`config.mk`:
```
export PLATFORM = sky130hd
export DESIGN_NAME = stopwatch_bcd_counter_flat
export DESIGN_NICKNAME = d
export VERILOG_FILES = /design/src/rtl/stopwatch_bcd_counter_pkg.sv /design/src/rtl/stopwatch_bcd_counter_if.sv /design/src/rtl/stopwatch_bcd_counter_bcd_digit.sv /design/src/rtl/stopwatch_bcd_counter.sv /design/src/flat_wrapper.sv
export SDC_FILE = /design/constraint.sdc
export NUM_CORES = 1
export LEC_CHECK = 0
export ABC_AREA = 1
export BUFFER_PORTS_ARGS = -buffer_cell sky130_fd_sc_hd__buf_2
export CAP_MARGIN = 20
export CORE_MARGIN = 2
export CORE_UTILIZATION = 58
export CTS_BUF_LIST = sky130_fd_sc_hd__clkbuf_4
export CTS_CLUSTER_DIAMETER = 100
export DETAILED_ROUTE_END_ITERATION = 16
export PLACE_DENSITY = 0.85
export SLEW_MARGIN = 30
export SYNTH_ARGS = -nofsm -noshare
export SYNTH_HDL_FRONTEND = slang
export SYNTH_HIERARCHICAL = 1
export SYNTH_SLANG_ARGS = --single-unit
export TNS_END_PERCENT = 20
```
`constraint.sdc`:
```
create_clock -name clk_50MHz -period 3.1 [get_ports clk_50MHz]
set_clock_uncertainty 0.2 [all_clocks]
set_input_delay 0.31 -clock clk_50MHz [delete_from_list [all_inputs] [get_ports clk_50MHz]]
set_output_delay 0.31 -clock clk_50MHz [all_outputs]
set_load 0.02 [all_outputs]
```
`src/rtl/stopwatch_bcd_counter_pkg.sv`:
```
// rtl/stopwatch_bcd_counter_pkg.sv - shared state encoding and BCD constants for the stopwatch
package stopwatch_bcd_counter_pkg;

  localparam int DIGIT_W = 4;

  typedef logic [DIGIT_W-1:0] bcd_t;

  localparam bcd_t DIGIT_MAX    = 4'd9;
  localparam bcd_t SEC_TENS_MAX = 4'd5;

  typedef enum logic [1:0] {
    IDLE  = 2'd0,
    RUN   = 2'd1,
    PAUSE = 2'd2
  } state_t;

  // Run/pause toggle: IDLE and PAUSE both go to RUN, RUN goes to PAUSE.
  function automatic state_t next_on_toggle(input state_t s);
    case (s)
      IDLE:    return RUN;
      RUN:     return PAUSE;
      PAUSE:   return RUN;
      default: return IDLE;
    endcase
  endfunction

endpackage

```
`src/rtl/stopwatch_bcd_counter_if.sv`:
```
// rtl/stopwatch_bcd_counter_if.sv - control inputs and display outputs of the stopwatch (lap port under STOPWATCH_LAP_EN)
interface stopwatch_bcd_counter_if;
  import stopwatch_bcd_counter_pkg::*;

  logic clk_1Hz;
  logic start_stop;
  logic clear;
`ifdef STOPWATCH_LAP_EN
  logic lap;
`endif
  bcd_t sec_ones;
  bcd_t sec_tens;
  bcd_t min_ones;
  bcd_t min_tens;
  logic running;
  logic tick_out;
  logic rollover;

`ifdef STOPWATCH_LAP_EN
  modport master (
    output clk_1Hz, start_stop, clear, lap,
    input  sec_ones, sec_tens, min_ones, min_tens, running, tick_out, rollover
  );
  modport slave (
    input  clk_1Hz, start_stop, clear, lap,
    output sec_ones, sec_tens, min_ones, min_tens, running, tick_out, rollover
  );
`else
  modport master (
    output clk_1Hz, start_stop, clear,
    input  sec_ones, sec_tens, min_ones, min_tens, running, tick_out, rollover
  );
  modport slave (
    input  clk_1Hz, start_stop, clear,
    output sec_ones, sec_tens, min_ones, min_tens, running, tick_out, rollover
  );
`endif

endinterface

```
`src/rtl/stopwatch_bcd_counter_bcd_digit.sv`:
```
// rtl/stopwatch_bcd_counter_bcd_digit.sv - one BCD digit with increment, clear and carry-out
module stopwatch_bcd_counter_bcd_digit
  import stopwatch_bcd_counter_pkg::*;
(
  input  logic clk,
  input  logic reset,
  input  logic clr,
  input  logic inc,
  input  bcd_t max_value,
  output bcd_t value,
  output logic carry
);

  // Carry fires on the increment that wraps this digit; >= keeps a stray value from escaping BCD.
  assign carry = inc && (value >= max_value);

  // Digit register: clear beats increment, wrap to zero past max_value.
  always_ff @(posedge clk) begin
    if (reset || clr) begin
      value <= '0;
    end else if (inc) begin
      value <= carry ? '0 : value + 1'b1;
    end
  end

endmodule

```
`src/rtl/stopwatch_bcd_counter.sv`:
```
// rtl/stopwatch_bcd_counter.sv - MM:SS BCD stopwatch with run/pause/clear control; STOPWATCH_LAP_EN adds lap freeze
module stopwatch_bcd_counter
  import stopwatch_bcd_counter_pkg::*;
#(
  parameter int MAX_MINUTES = 59
) (
  input logic                    clk_50MHz,
  input logic                    reset,
  stopwatch_bcd_counter_if.slave bus
);

  localparam bcd_t MIN_TENS_LAST = bcd_t'(MAX_MINUTES / 10);
  localparam bcd_t MIN_ONES_LAST = bcd_t'(MAX_MINUTES % 10);

  state_t state;
  state_t next_state;
  logic   clk_1Hz_q;
  logic   one_hz_edge;
  logic   count_en;
  logic   wrap;
  logic   c_sec_ones, c_sec_tens, c_min_ones, c_min_tens;
  bcd_t   live_sec_ones, live_sec_tens, live_min_ones, live_min_tens;
  logic   tick_q;
  logic   rollover_q;

  // Delayed copy of the 1 Hz wave; also loads during reset so release never looks like an edge.
  always_ff @(posedge clk_50MHz) begin
    clk_1Hz_q <= bus.clk_1Hz;
  end

  assign one_hz_edge = bus.clk_1Hz & ~clk_1Hz_q;
  assign count_en    = (state == RUN) && one_hz_edge && !bus.clear;

  // State register.
  always_ff @(posedge clk_50MHz) begin
    if (reset) state <= IDLE;
    else       state <= next_state;
  end

  // Next state: clear dominates the run/pause toggle.
  always_comb begin
    next_state = state;
    if (bus.clear)           next_state = IDLE;
    else if (bus.start_stop) next_state = next_on_toggle(state);
  end

  // Last count is MAX_MINUTES:59; c_min_tens covers the 99:59 case where the chain itself overflows.
  assign wrap = c_sec_tens &&
                (((live_min_ones == MIN_ONES_LAST) && (live_min_tens == MIN_TENS_LAST)) || c_min_tens);

  stopwatch_bcd_counter_bcd_digit u_sec_ones (
    .clk(clk_50MHz), .reset(reset), .clr(bus.clear || wrap), .inc(count_en),
    .max_value(DIGIT_MAX), .value(live_sec_ones), .carry(c_sec_ones)
  );
  stopwatch_bcd_counter_bcd_digit u_sec_tens (
    .clk(clk_50MHz), .reset(reset), .clr(bus.clear || wrap), .inc(c_sec_ones),
    .max_value(SEC_TENS_MAX), .value(live_sec_tens), .carry(c_sec_tens)
  );
  stopwatch_bcd_counter_bcd_digit u_min_ones (
    .clk(clk_50MHz), .reset(reset), .clr(bus.clear || wrap), .inc(c_sec_tens),
    .max_value(DIGIT_MAX), .value(live_min_ones), .carry(c_min_ones)
  );
  stopwatch_bcd_counter_bcd_digit u_min_tens (
    .clk(clk_50MHz), .reset(reset), .clr(bus.clear || wrap), .inc(c_min_ones),
    .max_value(DIGIT_MAX), .value(live_min_tens), .carry(c_min_tens)
  );

  // Status pulses land in the same cycle as the digit update they describe.
  always_ff @(posedge clk_50MHz) begin
    if (reset) begin
      tick_q     <= 1'b0;
      rollover_q <= 1'b0;
    end else begin
      tick_q     <= count_en;
      rollover_q <= wrap;
    end
  end

  assign bus.tick_out = tick_q;
  assign bus.rollover = rollover_q;
  assign bus.running  = (state == RUN);

`ifdef STOPWATCH_LAP_EN
  logic frozen;
  bcd_t snap_sec_ones, snap_sec_tens, snap_min_ones, snap_min_tens;
  logic lap_hit;

  assign lap_hit = bus.lap && (state == RUN) && !bus.clear;

  // Lap toggles the freeze; entering freeze captures the count as it stood before this cycle's tick.
  always_ff @(posedge clk_50MHz) begin
    if (reset || bus.clear) begin
      frozen <= 1'b0;
    end else if (lap_hit) begin
      frozen <= ~frozen;
      if (!frozen) begin
        snap_sec_ones <= live_sec_ones;
        snap_sec_tens <= live_sec_tens;
        snap_min_ones <= live_min_ones;
        snap_min_tens <= live_min_tens;
      end
    end
  end

  assign bus.sec_ones = frozen ? snap_sec_ones : live_sec_ones;
  assign bus.sec_tens = frozen ? snap_sec_tens : live_sec_tens;
  assign bus.min_ones = frozen ? snap_min_ones : live_min_ones;
  assign bus.min_tens = frozen ? snap_min_tens : live_min_tens;
`else
  assign bus.sec_ones = live_sec_ones;
  assign bus.sec_tens = live_sec_tens;
  assign bus.min_ones = live_min_ones;
  assign bus.min_tens = live_min_tens;
`endif

endmodule

```
`src/flat_wrapper.sv`:
```
// flat-port wrapper written by rule: the top's interface ports become plain ports
module stopwatch_bcd_counter_flat import stopwatch_bcd_counter_pkg::*;
#(
  parameter int MAX_MINUTES = 59
)
  (clk_50MHz, reset, bus_clk_1Hz, bus_start_stop, bus_clear, bus_sec_ones, bus_sec_tens, bus_min_ones, bus_min_tens, bus_running, bus_tick_out, bus_rollover);
  stopwatch_bcd_counter_if bus_i ();
  input logic clk_50MHz;
  input logic reset;
  input wire logic [$bits(bus_i.clk_1Hz)-1:0] bus_clk_1Hz;
  input wire logic [$bits(bus_i.start_stop)-1:0] bus_start_stop;
  input wire logic [$bits(bus_i.clear)-1:0] bus_clear;
  output wire logic [$bits(bus_i.sec_ones)-1:0] bus_sec_ones;
  output wire logic [$bits(bus_i.sec_tens)-1:0] bus_sec_tens;
  output wire logic [$bits(bus_i.min_ones)-1:0] bus_min_ones;
  output wire logic [$bits(bus_i.min_tens)-1:0] bus_min_tens;
  output wire logic [$bits(bus_i.running)-1:0] bus_running;
  output wire logic [$bits(bus_i.tick_out)-1:0] bus_tick_out;
  output wire logic [$bits(bus_i.rollover)-1:0] bus_rollover;
  assign bus_i.clk_1Hz = bus_clk_1Hz;
  assign bus_i.start_stop = bus_start_stop;
  assign bus_i.clear = bus_clear;
  assign bus_sec_ones = bus_i.sec_ones;
  assign bus_sec_tens = bus_i.sec_tens;
  assign bus_min_ones = bus_i.min_ones;
  assign bus_min_tens = bus_i.min_tens;
  assign bus_running = bus_i.running;
  assign bus_tick_out = bus_i.tick_out;
  assign bus_rollover = bus_i.rollover;
  stopwatch_bcd_counter #(.MAX_MINUTES(MAX_MINUTES)) u_core (.clk_50MHz(clk_50MHz), .reset(reset), .bus(bus_i));
endmodule
```
==> run_results.csv, run 1 <==
group,metric,value,unit
status,status,"finished clean",
yosys,avgSynthCellArea,6.86,um2
route,post-route-drc-count,0,
critical_path,rr_startpoint,"u_core/u_sec_ones/value[0]$_SDFFE_PP0P_",
critical_path,path_class,"input port to flip-flop",
die,die_w,55.0,um
sta,tns,0,ns
route,vias,1405,
worst_hold_path,worstHoldEndpoint,"u_core/state[1]$_SDFFE_PP0P_",
cells_and_area,fin_area,1760,um2
clock_network,cts_max_level,1,
sta,min_period,2.76,ns
route,ant_nets,0,
cells_and_area,drive_above_1_share,18.6,%
job,cap_violations,0,
worst_hold_path,min_from,"bus_start_stop",
critical_path,path_max_fanout,11,
sta,period_share,89.0,%
clock_network,clkSinkCount,21,
critical_path,critPathLaunchType,"input port",
critical_path,cp.arrival,2.77,ns
place,portBuffers,23,
global_routing,grt_start_max_net_pins,12,
die,dieHeight,55.0,um
cells_and_area,final_common_cell,"nand2_1",
place,gp_congestion,0.826,
critical_path,r2r_slack,0.39,ns
critical_path,max_stage_delay,0.53,ns
cells_and_area,diodes,0,
critical_path,regToRegEndpoint,"u_core/u_min_ones/value[1]$_SDFFE_PP0P_",
cells_and_area,fillers,218,
sta,hold_slack,0.0115,ns
yosys,ys_ff_latch,21,
cells_and_area,post-route-util,71.2,%
yosys,seq_area_frac_synth,27.9,%
global_routing,antenna_found_initial,0,
clock_network,cts-root-buf,"clkbuf_4",
global_routing,grt_use_total,20.4,%
route,via_per_inst,4.80,
cells_and_area,finalNetCount,289,
clock_network,clk_path_buf_depth,2,
route,drtPass1Iterations,4,
die,io_pins,24,
global_routing,grt_remaining_overflow,0,
clock_network,numCtsBuffers,3,
place,dp_hpwl,2150,um
power_and_ir_drop,post-layout-total-power,0.465,mW
sta,setup_viol,0,
critical_path,r2r_cells,21,
cells_and_area,most-common-layout-cells,"nand2_1 (51), inv_1 (41), buf_2 (23)",
critical_path,required,3.11,ns
power_and_ir_drop,power_density,263,nW/um2
clock_network,insertion_delay,0.30,ns
sta,drv_slew,0,
global_routing,grt_pass1_vias,1168,
yosys,synth_warnings,6,
critical_path,cp-end-kind,"flip-flop",
clock_network,path_clk_slew,0.12,ns
sta,max_freq,0.362,GHz
worst_hold_path,min_path_type,"input port to flip-flop",
route,wl_per_cell,9.04,um
sta,rsz0062_at_grt,"false",
place,dpl_cell_area,1720,um2
die,core-area,2480,um2
global_routing,grt_first_pass_wirelength,4540,um
cells_and_area,area_growth,16.9,%
die,start_util,60.9,%
yosys,syn_inst,220,
route,first_iter_violations,32,
clock_network,cts_tree,"built",
sta,finalHoldViolCount,0,
critical_path,path_cells,"dlygate4sd3_1 -> buf_2 -> nand2_1 -> nor3_1 -> nand2_1 -> inv_2 -> nand2_1 -> inv_2 -> nand2_1 -> inv_2 -> nand2_1 -> inv_2 -> inv_1 -> nand2_1 -> nand2_2 -> nand2_2 -> nor2_4 -> o211ai_1 -> nor2_1",
yosys,synth.distinct_cells,21,
power_and_ir_drop,ir_worst_vdd,0.251,mV
route,wl,2650,um
worst_hold_path,holdPathStages,2,
die,die_area,3030,um2
power_and_ir_drop,cellLeakagePower,0.941,nW
critical_path,cp_common_cell,"nand2_1",
yosys,synth_area,1510,um2
critical_path,cp_slowest_cell,"dlygate4sd3_1",
die,rows,18,
kinds of logic after synthesis:
family | Yosys count | synth area share (%)
AND/OR/NAND/NOR | 105 | 32.7
buffers and inverters | 49 | 12.2
AO/OA/AOI/OAI | 22 | 9.62
flip-flops | 21 | 27.9
adder cells (fa/ha/maj) | 20 | 16.6
other | 2 | 0.498
XOR/XNOR | 1 | 0.581
power breakdown:
part	internal, mW	leakage (nW)	switching (mW)	total [mW]
sequential	0.272	0.170	0.00110	0.273
combinational	0.0191	0.752	0.0321	0.0512
clock	0.0588	0.0184	0.0817	0.140
worst max path at each step:
stage	start	to	slack, ns	depth (start not counted)
6_report	bus_clk_1Hz	u_core/u_min_ones/value[1]$_SDFFE_PP0P_	0.34	19
5_1_grt	bus_clk_1Hz	u_core/u_sec_ones/value[1]$_SDFFE_PP0P_	0.07	19
4_1_cts	bus_clk_1Hz	u_core/u_sec_ones/value[1]$_SDFFE_PP0P_	0.26	19
3_5_place_dp	u_core/u_sec_ones/value[0]$_SDFFE_PP0P_	u_core/u_min_ones/value[1]$_SDFFE_PP0P_	0.30	21
3_3_place_gp	u_core/u_sec_ones/value[0]$_SDFFE_PP0P_	u_core/u_min_ones/value[1]$_SDFFE_PP0P_	0.35	21
2_1_floorplan	u_core/u_sec_ones/value[0]$_SDFFE_PP0P_	u_core/u_min_ones/value[1]$_SDFFE_PP0P_	0.35	21
final cells by class:
cell class              instances  area (um2)  area share [%]
multi-input cells             164         960            54.4
flip-flops and latches         21         420            23.8
inverters                      49         184            10.4
repair buffers                 25         133            7.52
well taps                      30        37.5            2.13
clock buffers                   4        30.0            1.70
critical path, delay by kind of cell:
family                 cells  cell delay, ns
AOI/OAI and AO/OA          1            0.10
buffers and inverters      7            1.21
and+or+nand+nor           11            1.15
flip-flops by register name, indices dropped and copies added (netlist names):
| name | count |
|---|---|
| u_core/clk_1Hz_q | 1 |
| u_core/u_sec_ones/value | 4 |
| u_core/u_sec_tens/value | 4 |
| u_core/bus.tick_out | 1 |
| u_core/u_min_tens/value | 4 |
| u_core/bus.rollover | 1 |
| u_core/state | 2 |
| u_core/u_min_ones/value | 4 |
per-layer routing:
layer	routed length, um	track usage (%)
met4	16	5.69
met5	0	0
met3	143	4.57
met1	1190	25.9
met2	1300	34.7
metrics by stage:
stage	std cells	setup slack, ns
6_report	293	0.340
5_1_grt	293	0.0717
4_1_cts	293	0.255
3_5_place_dp	288	0.303
3_3_place_gp	288	0.354
2_1_floorplan	234	0.355
synth_stat cells, drive strengths merged:
cell    instances  area, um2
nand3b          4       30.0
nand4           4       25.0
nand3          12       60.1
o21ai           1       5.00
conb            2       7.51
xnor2           1       8.76
ha             20        250
o211ai          4       30.0
clkinv          4       15.0
o21bai          4       45.0
nor4            1       12.5
nor3            2       10.0
a21oi          13       65.1
nand2          58        233
nor2           24        123
inv            45        169
dfxtp          21        420
timing repair:
action	CTS	global route
endpoints found under the hold margin	1	0
buffers inserted	0	0
resized for setup	0	1
hold buffers	1	0
setup endpoints to repair	0	11
No activity file was read; power rests on OpenSTA's default activity.
==> run 2, diff against run 1 <==
Settings changed: CORE_MARGIN 2 to not set, CORE_UTILIZATION 58 to 56, SYNTH_HIERARCHICAL 1 to not set.
==> run_results.csv, run 2 <==
group,metric,value,unit
place,portBuffers,23,
route,ant_nets,0,
cells_and_area,layout.cells.non_filler,211,
critical_path,cp.arrival,1.94,ns
die,dieHeight,47.9,um
yosys,synth.distinct_cells,20,
die,die_w,47.9,um
yosys,async_flop_share,0,%
job,cap_violations,0,
power_and_ir_drop,ir_worst_vdd,0.253,mV
status,status,"finished clean",
clock_network,cts_hold_buf,1,
global_routing,grt_pass1_vias,877,
clock_network,cts_max_level,1,
sta,tightestPinTransition,0.292,ns
clock_network,clkSinkCount,21,
critical_path,cp-end-kind,"flip-flop",
sta,finalHoldViolCount,0,
yosys,avgSynthCellArea,7.56,um2
sta,period_share,62.6,%
yosys,synth_warnings,0,
cells_and_area,drive_above_1_share,21.7,%
route,first_iter_violations,29,
yosys,synth_area,1180,um2
critical_path,required,3.10,ns
die,start_util,60.1,%
yosys,ys_ff_latch,21,
power_and_ir_drop,cellLeakagePower,0.682,nW
place,gp_congestion,0.786,
global_routing,grt_start_max_net_pins,12,
global_routing,antenna_found_initial,0,
yosys,synth_largest_area_cell,"dfxtp_1",
global_routing,grt_use_total,22.3,%
clock_network,cts_tree,"built",
clock_network,cts-root-buf,"clkbuf_4",
yosys,yosys_most_used_dff,"dfxtp_1",
worst_hold_path,holdPathStages,2,
sta,tns,0,ns
yosys,seq_area_frac_synth,35.6,%
die,core-area,1960,um2
global_routing,grt_remaining_overflow,0,
yosys,synth_top_cell_area_share,35.6,%
cells_and_area,area_growth,16.0,%
route,wl_per_cell,10.8,um
clock_network,clk_path_buf_depth,2,
clock_network,path_clk_slew,0.11,ns
sta,rsz0062_at_grt,"false",
yosys,synth_most_common_cell,"nand2_1",
yosys,yosys-top-cells-count,"nand2_1 (33), inv_1 (26), dfxtp_1 (21)",
global_routing,grt_first_pass_wirelength,3490,um
clock_network,cts_setup_buffers,0,
critical_path,critPathLaunchType,"flip-flop",
cells_and_area,fillers,181,
route,post-route-drc-count,0,
critical_path,path_max_fanout,9,
die,io_pins,24,
route,vias,1060,
sta,relSlewSlack,80.5,%
power_and_ir_drop,power_density,316,nW/um2
clock_network,insertion_delay,0.30,ns
cells_and_area,multi_input_area,654,um2
place,dp.cells,206,
critical_path,path_class,"flip-flop to flip-flop",
power_and_ir_drop,post-layout-total-power,0.433,mW
route,drtPass1Iterations,4,
clock_network,numCtsBuffers,3,
cells_and_area,finalNetCount,202,
sta,hold_slack,0.00560,ns
die,die_area,2290,um2
cells_and_area,regArea,420,um2
yosys,syn_inst,156,
route,wl,2280,um
cells_and_area,most-common-layout-cells,"nand2_1 (33), inv_1 (26), buf_2 (23)",
route,via_per_inst,5.02,
sta,drv_slew,0,
place,dp_hpwl,1780,um
yosys,syn-num-nets,173,
yosys,synthTopCellsByArea,"dfxtp_1 (36%), ha_1 (13%), nand2_1 (10%)",
cells_and_area,diodes,0,
die,rows,16,
cells_and_area,final_common_cell,"nand2_1",
sta,min_period,1.94,ns
yosys,synth_edf_count,0,
sta,max_freq,0.516,GHz
sta,setup_viol,0,
critical_path,r2r_cells,10,
worst_hold_path,min_path_type,"input port to flip-flop",
clock_network,post_cts_resized,0,
==> run 2: changes by cell type in the layout (fill, tap and decap cells not counted), sizes merged, moves of 4 or more <==
| cell | before | now |
|---|---|---|
| nand2 | 58 | 37 |
| inv | 45 | 28 |
| conb | 16 | 0 |
| ha | 20 | 12 |
| clkinv | 4 | 0 |
| nand3b | 4 | 0 |
| o211ai | 4 | 0 |
| o21ai | 1 | 5 |
| o21bai | 4 | 0 |
==> run 2: area by class of cell <==
class / instances / area share (%)
clock buffer: 4 / 2.19
sequential: 21 / 30.7
multi-input combinational: 107 / 47.8
timing repair buffer: 24 / 9.14
tap: 27 / 2.47
inverter: 28 / 7.68
==> run 2: final timing paths <==
| check | start | endpoint | slack (ns) |
|---|---|---|---|
| worst max-delay path | u_core.u_sec_tens.value[0]$_SDFFE_PP0N_ | u_core.u_sec_tens.value[0]$_SDFFE_PP0N_ | 1.16 |
| worst min-delay path | bus_clear | u_core.state[0]$_SDFFE_PP0P_ | 0.006 |
| worst max register to register | u_core.u_sec_tens.value[0]$_SDFFE_PP0N_ | u_core.u_sec_tens.value[0]$_SDFFE_PP0N_ | 1.16 |
| worst min register to register | u_core.u_min_ones.value[1]$_SDFFE_PP0N_ | u_core.u_min_ones.value[1]$_SDFFE_PP0N_ | 0.32 |
==> run 2: where the power goes <==
part / total (mW) / internal, mW / switching (mW) / leakage (nW)
sequential: 0.273 / 0.272 / 0.00108 / 0.170
combinational: 0.0214 / 0.00814 / 0.0133 / 0.494
clock: 0.139 / 0.0590 / 0.0795 / 0.0184
==> run 2: stage by stage <==
| stage | instance area, um2 | worst slack [ns] | utilization [%] |
|---|---|---|---|
| after detailed placement | 1330 | 1.20 | 67.7 |
| after global placement | 1330 | 1.25 | 67.7 |
| after global routing | 1370 | 1.00 | 69.8 |
| after CTS | 1370 | 1.17 | 69.8 |
| final | 1370 | 1.16 | 69.8 |
| after floorplan | 1180 | 1.26 | - |
==> run 2: cells by family (layout without fill, tap and decap cells) <==
family / after synthesis / count (layout) / synth area share, %
AND/OR/NAND/NOR: 75 / 75 / 31.8
XOR/XNOR: 4 / 4 / 2.97
buffers and inverters: 28 / 56 / 8.91
AO/OA/AOI/OAI: 16 / 16 / 7.95
adder cells (fa/ha/maj): 12 / 12 / 12.7
flip-flops: 21 / 21 / 35.6
==> run 2: metal layers <==
layer  routed length [um]  GRT usage (%)  part of all wire [%]
met1                  924           23.1                    40
met2                 1210           43.2                    53
met3                  113           4.53                   5.0
met4                   37           8.33                   1.6
met5                    0              0                     0
==> run 2: worst max-delay path, cell delays in order, from the launching register on <==
cell and delay (ns):
dfxtp_1 0.47, inv_1 0.10, ha_1 0.20, nand2_1 0.06
nand2_1 0.05, nand2_1 0.12, inv_1 0.13, nor2_8 0.20
nand2_2 0.08, nand2_2 0.16, a21oi_1 0.07
==> run 3, diff against run 2 <==
Settings changed: ABC_AREA 1 to 0.
Clock period 3.1 ns to 1.9 ns, I/O delays scaled along.
==> run_results.csv, run 3 <==
group,metric,value,unit
yosys,seq_area_frac_synth,35.5,%
sta,finalHoldViolCount,0,
cells_and_area,diodes,0,
clock_network,clk_path_buf_depth,2,
power_and_ir_drop,clock_power_share,30.8,%
yosys,avgSynthCellArea,9.96,um2
sta,drv_slew,0,
route,first_iter_violations,20,
global_routing,grt_pass1_vias,902,
clock_network,cts-root-buf,"clkbuf_4",
yosys,synth_largest_area_cell,"dfxtp_1",
global_routing,grt_remaining_overflow,0,
yosys,synth.distinct_cells,40,
critical_path,r2r_cells,7,
sta,relSlewSlack,73.2,%
global_routing,grt_use_met2,41.9,%
yosys,synth_most_common_cell,"dfxtp_1",
yosys,yosys.area_share.adder,12.7,%
route,ant_nets,0,
cells_and_area,final_common_cell,"buf_2",
yosys,ys_ff_latch,21,
route,post-route-drc-count,0,
cells_and_area,most-common-layout-cells,"buf_2 (23), buf_4 (13), dfxtp_1 (13)",
yosys,async_flop_share,0,%
yosys,synth-simple-area-share,28.2,%
die,io_pins,24,
cells_and_area,fillers,143,
power_and_ir_drop,p_switching,0.157,mW
power_and_ir_drop,cellLeakagePower,0.685,nW
yosys,synth_top_family_by_area,"simple AND/OR/NAND/NOR gates",
power_and_ir_drop,combPwrFrac,5.5,%
global_routing,antenna_found_initial,0,
clock_network,path_clk_slew,0.12,ns
die,die_area,2300,um2
yosys,yosys-top-cells-count,"dfxtp_1 (21), ha_1 (12), inv_1 (9)",
critical_path,required,1.91,ns
status,status,"finished with violations",
yosys,synth_top_cell_area_share,35.5,%
status,violations,"negative setup slack",
place,dpl_cell_area,1450,um2
route,wl_per_cell,13.9,um
power_and_ir_drop,ir_worst_vdd,0.459,mV
yosys,synth-compound-area-share,11.5,%
critical_path,path_class,"flip-flop to flip-flop",
power_and_ir_drop,power_density,451,nW/um2
yosys,synth_xor_xnor_area_share,3.70,%
sta,hold_slack,0.172,ns
die,rows,16,
place,portBuffers,23,
clock_network,clkSinkCount,21,
route,vias,1031,
place,dp.cells,180,
global_routing,grt_use_total,23.9,%
clock_network,numCtsBuffers,3,
die,dieHeight,48,um
global_routing,busiest_layer,"met2",
cells_and_area,area_growth,29.0,%
sta,min_period,1.91,ns
cells_and_area,fin_area,1530,um2
cells_and_area,drive_above_1_share,46.3,%
yosys,synth_area,1180,um2
cells_and_area,post-route-util,77.1,%
yosys,synth_warnings,0,
yosys,synthTopCellsByArea,"dfxtp_1 (35%), ha_1 (13%), mux2i_1 (3.4%)",
sta,setup_viol,1,
worst_hold_path,holdPathStages,5,
global_routing,grt_start_max_net_pins,15,
global_routing,use_met3,4.91,%
cells_and_area,layout.cells.non_filler,187,
job,cap_violations,0,
worst_hold_path,min_path_type,"input port to flip-flop",
sta,rsz0062_at_grt,"true",
route,via_per_inst,5.51,
yosys,yosys_most_used_dff,"dfxtp_1",
clock_network,cts_max_level,1,
global_routing,grt_first_pass_wirelength,3730,um
sta,max_freq,0.525,GHz
critical_path,cp-end-kind,"flip-flop",
clock_network,insertion_delay,0.30,ns
die,core-area,1980,um2
power_and_ir_drop,internal-power,0.531,mW
critical_path,cp_slowest_cell,"nor4_4",
sta,layout_setup_ws,-0.00555,ns
place,dp_hpwl,1950,um
critical_path,cp.arrival,1.91,ns
die,die_w,48,um
power_and_ir_drop,swShare,22.9,%
yosys,synth_edf_count,0,
place,gp_congestion,0.794,
critical_path,critPathLaunchType,"flip-flop",
yosys,syn_inst,119,
cells_and_area,finalNetCount,178,
critical_path,path_cells,"inv_2 -> ha_4 -> or3b_4 -> nand2_4 -> nor4_4 -> mux2i_1 -> nor2_2",
die,start_util,59.8,%
power_and_ir_drop,seqPwrFrac,63.7,%
yosys,syn-num-nets,136,
global_routing,use_met1,26.7,%
route,wl,2600,um
critical_path,max_stage_delay,0.41,ns
critical_path,path_max_fanout,6,
sta,tightestPinTransition,0.399,ns
clock_network,cts_tree,"built",
yosys,synthMuxAreaShare,3.38,%
route,drtPass1Iterations,4,
sta,period_share,100,%
## run 3: area by class of cell
class	count	area, um2	share of cell area, %
tap	27	33.8	2.21
sequential	21	440	28.8
clock inverter	1	5.00	0.327
clock buffer	3	22.5	1.47
multi-input combinational	86	739	48.4
inverter	9	33.8	2.21
timing repair buffer	40	254	16.6
## run 3: through the flow
step                setup WS (ns)  setup TNS, ns  power [mW]
floorplan                 -0.0360        -0.0419       0.471
global placement          -0.0365        -0.0741       0.478
detailed placement        -0.0718         -0.344       0.480
CTS                       -0.0284        -0.0284       0.699
global route               -0.109         -0.660       0.720
finish                   -0.00555       -0.00555       0.689
## run 3: layer usage
metal,vias up,wire length [um],part of all wire [%]
met1,495,1130,43
met4,0,35,1.3
met3,4,100,3.8
met2,30,1340,52
li1,502,-,-
met5,-,0,0
## run 3: what timing repair did
action,CTS,global route
hold endpoints to repair,4,0
resized for setup,3,2
setup endpoints to repair,8,13
hold buffers,3,0
pin swaps,4,2
buffers inserted,0,0
## run 3: cell families after synthesis
| family | Yosys count |
|---|---|
| and+or+nand+nor | 49 |
| DFF | 21 |
| AOI/OAI and AO/OA | 16 |
| buffers and inverters | 12 |
| adders and majority gates | 12 |
| xor gates and xnor gates | 5 |
| muxes | 4 |
## run 3: path summary, 6_finish.rpt
kind                                                start                                      end  slack, ns
setup / recovery  u_core.u_min_ones.value[0]$_SDFFE_PP0N_  u_core.u_min_tens.value[0]$_SDFFE_PP0N_     -0.006
hold / removal                                  bus_clear           u_core.bus.rollover$_SDFF_PP0_       0.17
setup reg to reg  u_core.u_min_ones.value[0]$_SDFFE_PP0N_  u_core.u_min_tens.value[0]$_SDFFE_PP0N_     -0.006
hold reg to reg              u_core.state[0]$_SDFFE_PP0P_             u_core.state[0]$_SDFFE_PP0P_       0.33
## run 3: worst max-delay path: cells and delay by family, from the launching register on
family,cells,cell delay (ns)
DFF,1,0.39
buffers and inverters,1,0.05
muxes,1,0.29
and+or+nand+nor,4,0.74
adders and majority gates,1,0.14
## run 3: power by group through the flow
stage          clock [mW]  combinational [mW]  sequential (mW)
3_3_place_gp            0              0.0298            0.448
4_1_cts             0.224              0.0367            0.439
5_1_grt             0.240              0.0412            0.439
3_5_place_dp            0              0.0309            0.449
2_1_floorplan           0              0.0219            0.449
6_report            0.212              0.0379            0.439
